File: config.mk
export PLATFORM = sky130hd
export DESIGN_NAME = fpu_op_sequencer
export DESIGN_NICKNAME = d
export VERILOG_FILES = /design/src/rtl/fpu_seq_pkg.sv /design/src/rtl/fpu_op_sequencer_enter_edge_det.sv /design/src/rtl/fpu_op_sequencer.sv
export SDC_FILE = /design/constraint.sdc
export NUM_CORES = 1
export LEC_CHECK = 0
export CAP_MARGIN = 15
export CORE_ASPECT_RATIO = 0.9
export CORE_MARGIN = 2
export CORE_UTILIZATION = 55
export CTS_BUF_LIST = sky130_fd_sc_hd__clkbuf_2
export DETAILED_ROUTE_END_ITERATION = 8
export HOLD_SLACK_MARGIN = 0.03
export PLACE_DENSITY_LB_ADDON = 0.2
export SYNTH_ARGS = -nofsm -noshare
export SYNTH_HDL_FRONTEND = slang
export SYNTH_HIERARCHICAL = 1
export SYNTH_SLANG_ARGS = --single-unit
File: constraint.sdc
create_clock -name clk -period 2.6 [get_ports clk]
set_clock_uncertainty 0.05 [all_clocks]
set_input_delay 0.52 -clock clk [delete_from_list [all_inputs] [get_ports clk]]
set_output_delay 0.52 -clock clk [all_outputs]
set_load 0.02 [all_outputs]
File: src/rtl/fpu_seq_pkg.sv
// Shared types and constants for the FP operation sequencer.
package fpu_seq_pkg;

  typedef enum logic [1:0] {
    LOAD  = 2'd0,
    ISSUE = 2'd1,
    WAIT  = 2'd2,
    SHOW  = 2'd3
  } seq_state_e;

  localparam logic [1:0] OP_ADD = 2'd0;
  localparam logic [1:0] OP_SUB = 2'd1;
  localparam logic [1:0] OP_MUL = 2'd2;
  localparam logic [1:0] OP_DIV = 2'd3;

  localparam logic [2:0] LAST_BYTE = 3'd7;
  localparam logic [1:0] LAST_PAGE = 2'd3;

  // Result page sequence used by auto-scroll: 3 returns to 0 explicitly.
  function automatic logic [1:0] next_page(input logic [1:0] p);
    logic [1:0] n;
    if (p == LAST_PAGE) begin
      n = 2'd0;
    end else begin
      n = p + 2'd1;
    end
    return n;
  endfunction

endpackage

File: src/rtl/fpu_op_sequencer_enter_edge_det.sv
// Rising-edge detector for the enter button; history resets high so a button
// held through reset release does not count as a press.
module enter_edge_det (
  input  logic clk,
  input  logic reset,
  input  logic level,
  output logic rise
);

  logic level_q_r;

  // Previous level register.
  always_ff @(posedge clk) begin
    if (!reset) begin
      level_q_r <= 1'b1;
    end else begin
      level_q_r <= level;
    end
  end

  assign rise = level & ~level_q_r;

endmodule

File: src/rtl/fpu_op_sequencer.sv
// Sequences operand entry, one FP-unit operation and paging of the result.
// Optional build macro FPU_SEQ_AUTO_SCROLL_EN adds timed result-page scrolling.
module fpu_op_sequencer
  import fpu_seq_pkg::*;
#(
  parameter int TIMEOUT_CYCLES = 1024,
  parameter int SCROLL_CYCLES  = 50000000
) (
  input  logic       clk,
  input  logic       reset,
  input  logic       enter,
  input  logic [1:0] op_sel,
  input  logic       alu_done,
  output logic       alu_start,
  output logic [1:0] alu_op,
  output logic       loaddata,
  output logic [2:0] byte_index,
  output logic [1:0] page,
  output logic       busy,
  output logic       timeout
);

  localparam int TO_W = (TIMEOUT_CYCLES > 1) ? $clog2(TIMEOUT_CYCLES) : 1;
  localparam logic [TO_W-1:0] TO_LAST = TO_W'(TIMEOUT_CYCLES - 1);

  seq_state_e      state_r, state_s;
  logic [TO_W-1:0] to_cnt_r, to_cnt_s;
  logic [2:0]      byte_index_r, byte_index_s;
  logic [1:0]      page_r, page_s;
  logic [1:0]      alu_op_r, alu_op_s;
  logic            timeout_r, timeout_s;
  logic            alu_start_r, alu_start_s;
  logic            busy_r, busy_s;
  logic            loaddata_r, loaddata_s;
  logic            enter_edge_s;

`ifdef FPU_SEQ_AUTO_SCROLL_EN
  localparam int SC_W = (SCROLL_CYCLES > 1) ? $clog2(SCROLL_CYCLES) : 1;
  localparam logic [SC_W-1:0] SC_LAST = SC_W'(SCROLL_CYCLES - 1);
  logic [SC_W-1:0] sc_cnt_r, sc_cnt_s;
`endif

  enter_edge_det u_enter_edge (
    .clk   (clk),
    .reset (reset),
    .level (enter),
    .rise  (enter_edge_s)
  );

  // Next-state and next-output logic; outputs follow the next state so they are registered.
  always_comb begin
    state_s      = state_r;
    to_cnt_s     = to_cnt_r;
    byte_index_s = byte_index_r;
    page_s       = page_r;
    alu_op_s     = alu_op_r;
    timeout_s    = timeout_r;
`ifdef FPU_SEQ_AUTO_SCROLL_EN
    sc_cnt_s     = sc_cnt_r;
`endif
    case (state_r)
      LOAD: begin
        if (enter_edge_s) begin
          if (byte_index_r == LAST_BYTE) begin
            state_s = ISSUE;
          end else begin
            byte_index_s = byte_index_r + 3'd1;
          end
        end else begin
          state_s = LOAD;
        end
      end
      ISSUE: begin
        alu_op_s = op_sel;
        to_cnt_s = '0;
        state_s  = WAIT;
      end
      WAIT: begin
        // Completion takes priority over a simultaneous timeout expiry.
        if (alu_done) begin
          state_s = SHOW;
          page_s  = 2'd0;
        end else if (to_cnt_r == TO_LAST) begin
          state_s   = SHOW;
          page_s    = 2'd0;
          timeout_s = 1'b1;
        end else begin
          to_cnt_s = to_cnt_r + TO_W'(1);
        end
`ifdef FPU_SEQ_AUTO_SCROLL_EN
        sc_cnt_s = '0;
`endif
      end
      SHOW: begin
        if (enter_edge_s) begin
          if (page_r == LAST_PAGE) begin
            state_s      = LOAD;
            byte_index_s = 3'd0;
            page_s       = 2'd0;
            timeout_s    = 1'b0;
          end else begin
            page_s = page_r + 2'd1;
          end
`ifdef FPU_SEQ_AUTO_SCROLL_EN
          sc_cnt_s = '0;
        end else if (sc_cnt_r == SC_LAST) begin
          sc_cnt_s = '0;
          page_s   = next_page(page_r);
        end else begin
          sc_cnt_s = sc_cnt_r + SC_W'(1);
        end
`else
        end else begin
          page_s = page_r;
        end
`endif
      end
      default: begin
        state_s = LOAD;
      end
    endcase

    alu_start_s = (state_s == ISSUE);
    busy_s      = (state_s == ISSUE) || (state_s == WAIT);
    loaddata_s  = (state_s == LOAD);
  end

  // State, counters and registered outputs.
  always_ff @(posedge clk) begin
    if (!reset) begin
      state_r      <= LOAD;
      to_cnt_r     <= '0;
      byte_index_r <= 3'd0;
      page_r       <= 2'd0;
      alu_op_r     <= 2'd0;
      timeout_r    <= 1'b0;
      alu_start_r  <= 1'b0;
      busy_r       <= 1'b0;
      loaddata_r   <= 1'b1;
    end else begin
      state_r      <= state_s;
      to_cnt_r     <= to_cnt_s;
      byte_index_r <= byte_index_s;
      page_r       <= page_s;
      alu_op_r     <= alu_op_s;
      timeout_r    <= timeout_s;
      alu_start_r  <= alu_start_s;
      busy_r       <= busy_s;
      loaddata_r   <= loaddata_s;
    end
  end

`ifdef FPU_SEQ_AUTO_SCROLL_EN
  // Scroll timer register.
  always_ff @(posedge clk) begin
    if (!reset) begin
      sc_cnt_r <= '0;
    end else begin
      sc_cnt_r <= sc_cnt_s;
    end
  end
`endif

  assign alu_start  = alu_start_r;
  assign alu_op     = alu_op_r;
  assign loaddata   = loaddata_r;
  assign byte_index = byte_index_r;
  assign page       = page_r;
  assign busy       = busy_r;
  assign timeout    = timeout_r;

endmodule

==> flow_summary.toml <==
[sta]
fin_crit_ns = 1.97
drv_slew = 0
clock.fmax_mhz = 507
tightest_slew_ns = 0.463
setup-tns-final_ns = 0
maxSlewHeadroom = 0.690
hold_viol_final = 0
rsz0062_at_grt = "false"
setup_violations = 0
min_period_over_period = 0.759

[clock_network]
postCtsResizedCells = 0
clock_latency_ns = 0.36
htree_levels = 1
clock-sinks = 24
cts_inserted_buffers = 3
tritoncts = "built"
cts_hold_buf = 0
cts_setup_buffers = 0
path_clk_slew_ns = 0.24
clockBufferDepth = 2
cts_root_buf = "clkbuf_2"

[synth]
ys_types = 37
yosysTopAreaCell = "dfxtp_1"
yosys_warnings = 6
synth_top_area_frac = 0.410
ys_seq_elements = 24
syn_nets = 146
netlist_top_cells_area = "dfxtp_1 41%, a21oi_1 6.0%, ha_1 5.3%"
yosysSeqAreaShare = 0.410
syn_inst = 135
syn_area_per_cell_um2 = 8.68
syn-cell-area_um2 = 1170

[critical_path]
worstSetupEndpointType = "primary output"
arrival_ns = 1.40
slowest_stage = "clkdlybuf4s50_1"
cp_max_fo = 4
cp.required_ns = 2.03
critPathMaxStageDelay_ns = 0.62
critPathTopFamily = "buffers and inverters"
cp.buffers_inverters = 1
path_class = "reg2out"
critPathLaunchType = "flip-flop"
path_cells = "clkdlybuf4s50_1"

[drt]
drc = 0
drt_wl_total_um = 2480
wl_per_cell_um = 14.2
vias = 1058
antenna_left = 0
vias_per_cell = 6.05
drtIter0Drc = 23
dr.pass1.iters = 4

[floorplanning]
core_area_um2 = 1970
die_w_um = 52.7
die_h_um = 47.8
dieArea_um2 = 2520
ios = 17
start_util = 0.595
num_rows = 15

[finish]
finalNetCount = 162
layout_commonest_cell = "dfxtp_1"
multi_input_area_um2 = 649
final_cell_mix = "24 x dfxtp_1, 16 x nand2_1, 16 x clkdlybuf4s50_1"
syn2layout_area_growth_pct = 17.2
final-seq-area_um2 = 480
utilization = 0.697
drive_above_1_share = 0.0733
antenna_cells = 0
n_fill_cell = 173

[run]
timing.max_cap.violations = 0

[power_and_ir_drop]
internal_power_uw = 515
p_clk_frac = 0.389
power_frac_seq = 0.572
total_power_uw = 651
power.leakage_uw = 0.000497
power_density_nw_per_um2 = 474
power.switching_uw = 136
ir_worst_vdd_uv = 419
switching_share = 0.209
power_frac_comb = 0.039

[global_route]
antenna_found_initial = 0
grt_pass1_vias = 968
grt_max_degree = 17
grt_usage = 0.227
grt_pass1_wl_um = 4140
globalRouteOverflowTotal = 0

[place]
dp_hpwl_um = 1850
gp_congestion = 0.839
io_buffer_count = 16

[outcome]
status = "finished, final reports clean"

[hold_path]
hold_path_class = "reg2reg"
[final timing paths]
kind	slack [ns]	startpoint	to	depth (start not counted)
min reg2reg	0.42	alu_op[0]	alu_op[0]	2
min	0.42	alu_op[0]	alu_op[0]	2
max reg2reg	0.63	to_cnt_r[0]	busy	6
max	0.63	page[0]	page[0]	1
[worst register-to-register path, delay by kind of cell (launching register included)]
family	cells	cell delay, ns
adder cells (fa/ha/maj)	2	0.55
AND/OR/NAND/NOR	3	0.55
flip-flops	1	0.41
AO/OA/AOI/OAI	1	0.37
[logic make-up (layout without fill, tap and decap cells)]
family | count (synthesis) | count (layout) | share of synthesized area
buffers and inverters | 7 | 22 | 0.0363
flip-flops | 24 | 24 | 0.410
multiplexers | 1 | 1 | 0.00854
AO/OA/AOI/OAI | 35 | 35 | 0.187
AND/OR/NAND/NOR | 63 | 63 | 0.305
adder cells (fa/ha/maj) | 5 | 5 | 0.0534
[power groups by stage]
stage,registers [uW],logic (uW),clock network (uW)
3_5_place_dp,380,25.4,0
4_1_cts,373,25.6,253
6_report,373,25.6,253
5_1_grt,373,28.0,269
3_3_place_gp,379,24.8,0
2_1_floorplan,380,9.78,0
[layout make-up]
class                           count  area share
Multi-Input combinational cell    104       0.473
Sequential cell                    24       0.350
Timing Repair Buffer               16       0.117
Tap cell                           25      0.0228
Clock inverter                      1      0.0219
Clock buffer                        3      0.0109
Inverter                            2     0.00546
[layer usage]
| layer | track usage | part of all wire | vias to the layer above |
|---|---|---|---|
| li1 | - | - | 532 |
| met1 | 0.293 | 0.46 | 485 |
| met2 | 0.388 | 0.47 | 38 |
| met3 | 0.0688 | 0.064 | 3 |
| met4 | 0.0359 | 0.0040 | 0 |
| met5 | 0 | 0 | - |
[synthesized netlist by cell type]
| cell type | n |
|---|---|
| buf_2 | 1 |
| nor2b_4 | 1 |
| buf_6 | 2 |
| o31a_2 | 1 |
| nand2b_1 | 3 |
| and4_4 | 2 |
| or3b_4 | 1 |
| nor3b_2 | 1 |
| nor4_1 | 1 |
| a32oi_1 | 1 |
| mux2i_1 | 1 |
| and2_1 | 3 |
| a31oi_1 | 3 |
| nand3_1 | 5 |
| ha_1 | 5 |
| or4_1 | 5 |
| o21ai_0 | 6 |
| a211o_1 | 1 |
| nor2_1 | 10 |
| and2b_1 | 1 |
| o31ai_1 | 3 |
| inv_1 | 2 |
| nor2b_1 | 1 |
| dfxtp_1 | 24 |
| a22oi_1 | 1 |
| or3_1 | 2 |
| o2111ai_1 | 1 |
| o2111a_1 | 1 |
| nand2_1 | 16 |
| a211oi_2 | 1 |
| o21ai_1 | 2 |
| and4_1 | 1 |
| clkbuf_1 | 2 |
| a21oi_1 | 14 |
| nor3_1 | 3 |
| nand4_1 | 5 |
| and3_1 | 2 |
[stage by stage]
stage,hold WS [ns],std cells,instance area (um^2),setup slack [ns]
CTS,0.424,175,1370,0.617
detailed placement,0.399,171,1330,0.346
global placement,0.392,171,1330,0.427
global route,0.457,175,1370,0.552
finish,0.422,175,1370,0.627
floorplan,0.398,135,1170,0.742
[sequential cells by signal (all words and copies together), names as in the netlist]
name / cells
page: 2
alu_op: 2
alu_start: 1
timeout: 1
to_cnt_r: 10
loaddata: 1
byte_index: 3
u_enter_edge/level_q_r: 1
state_r: 2
busy: 1
(Power assumes the default switching activity.)
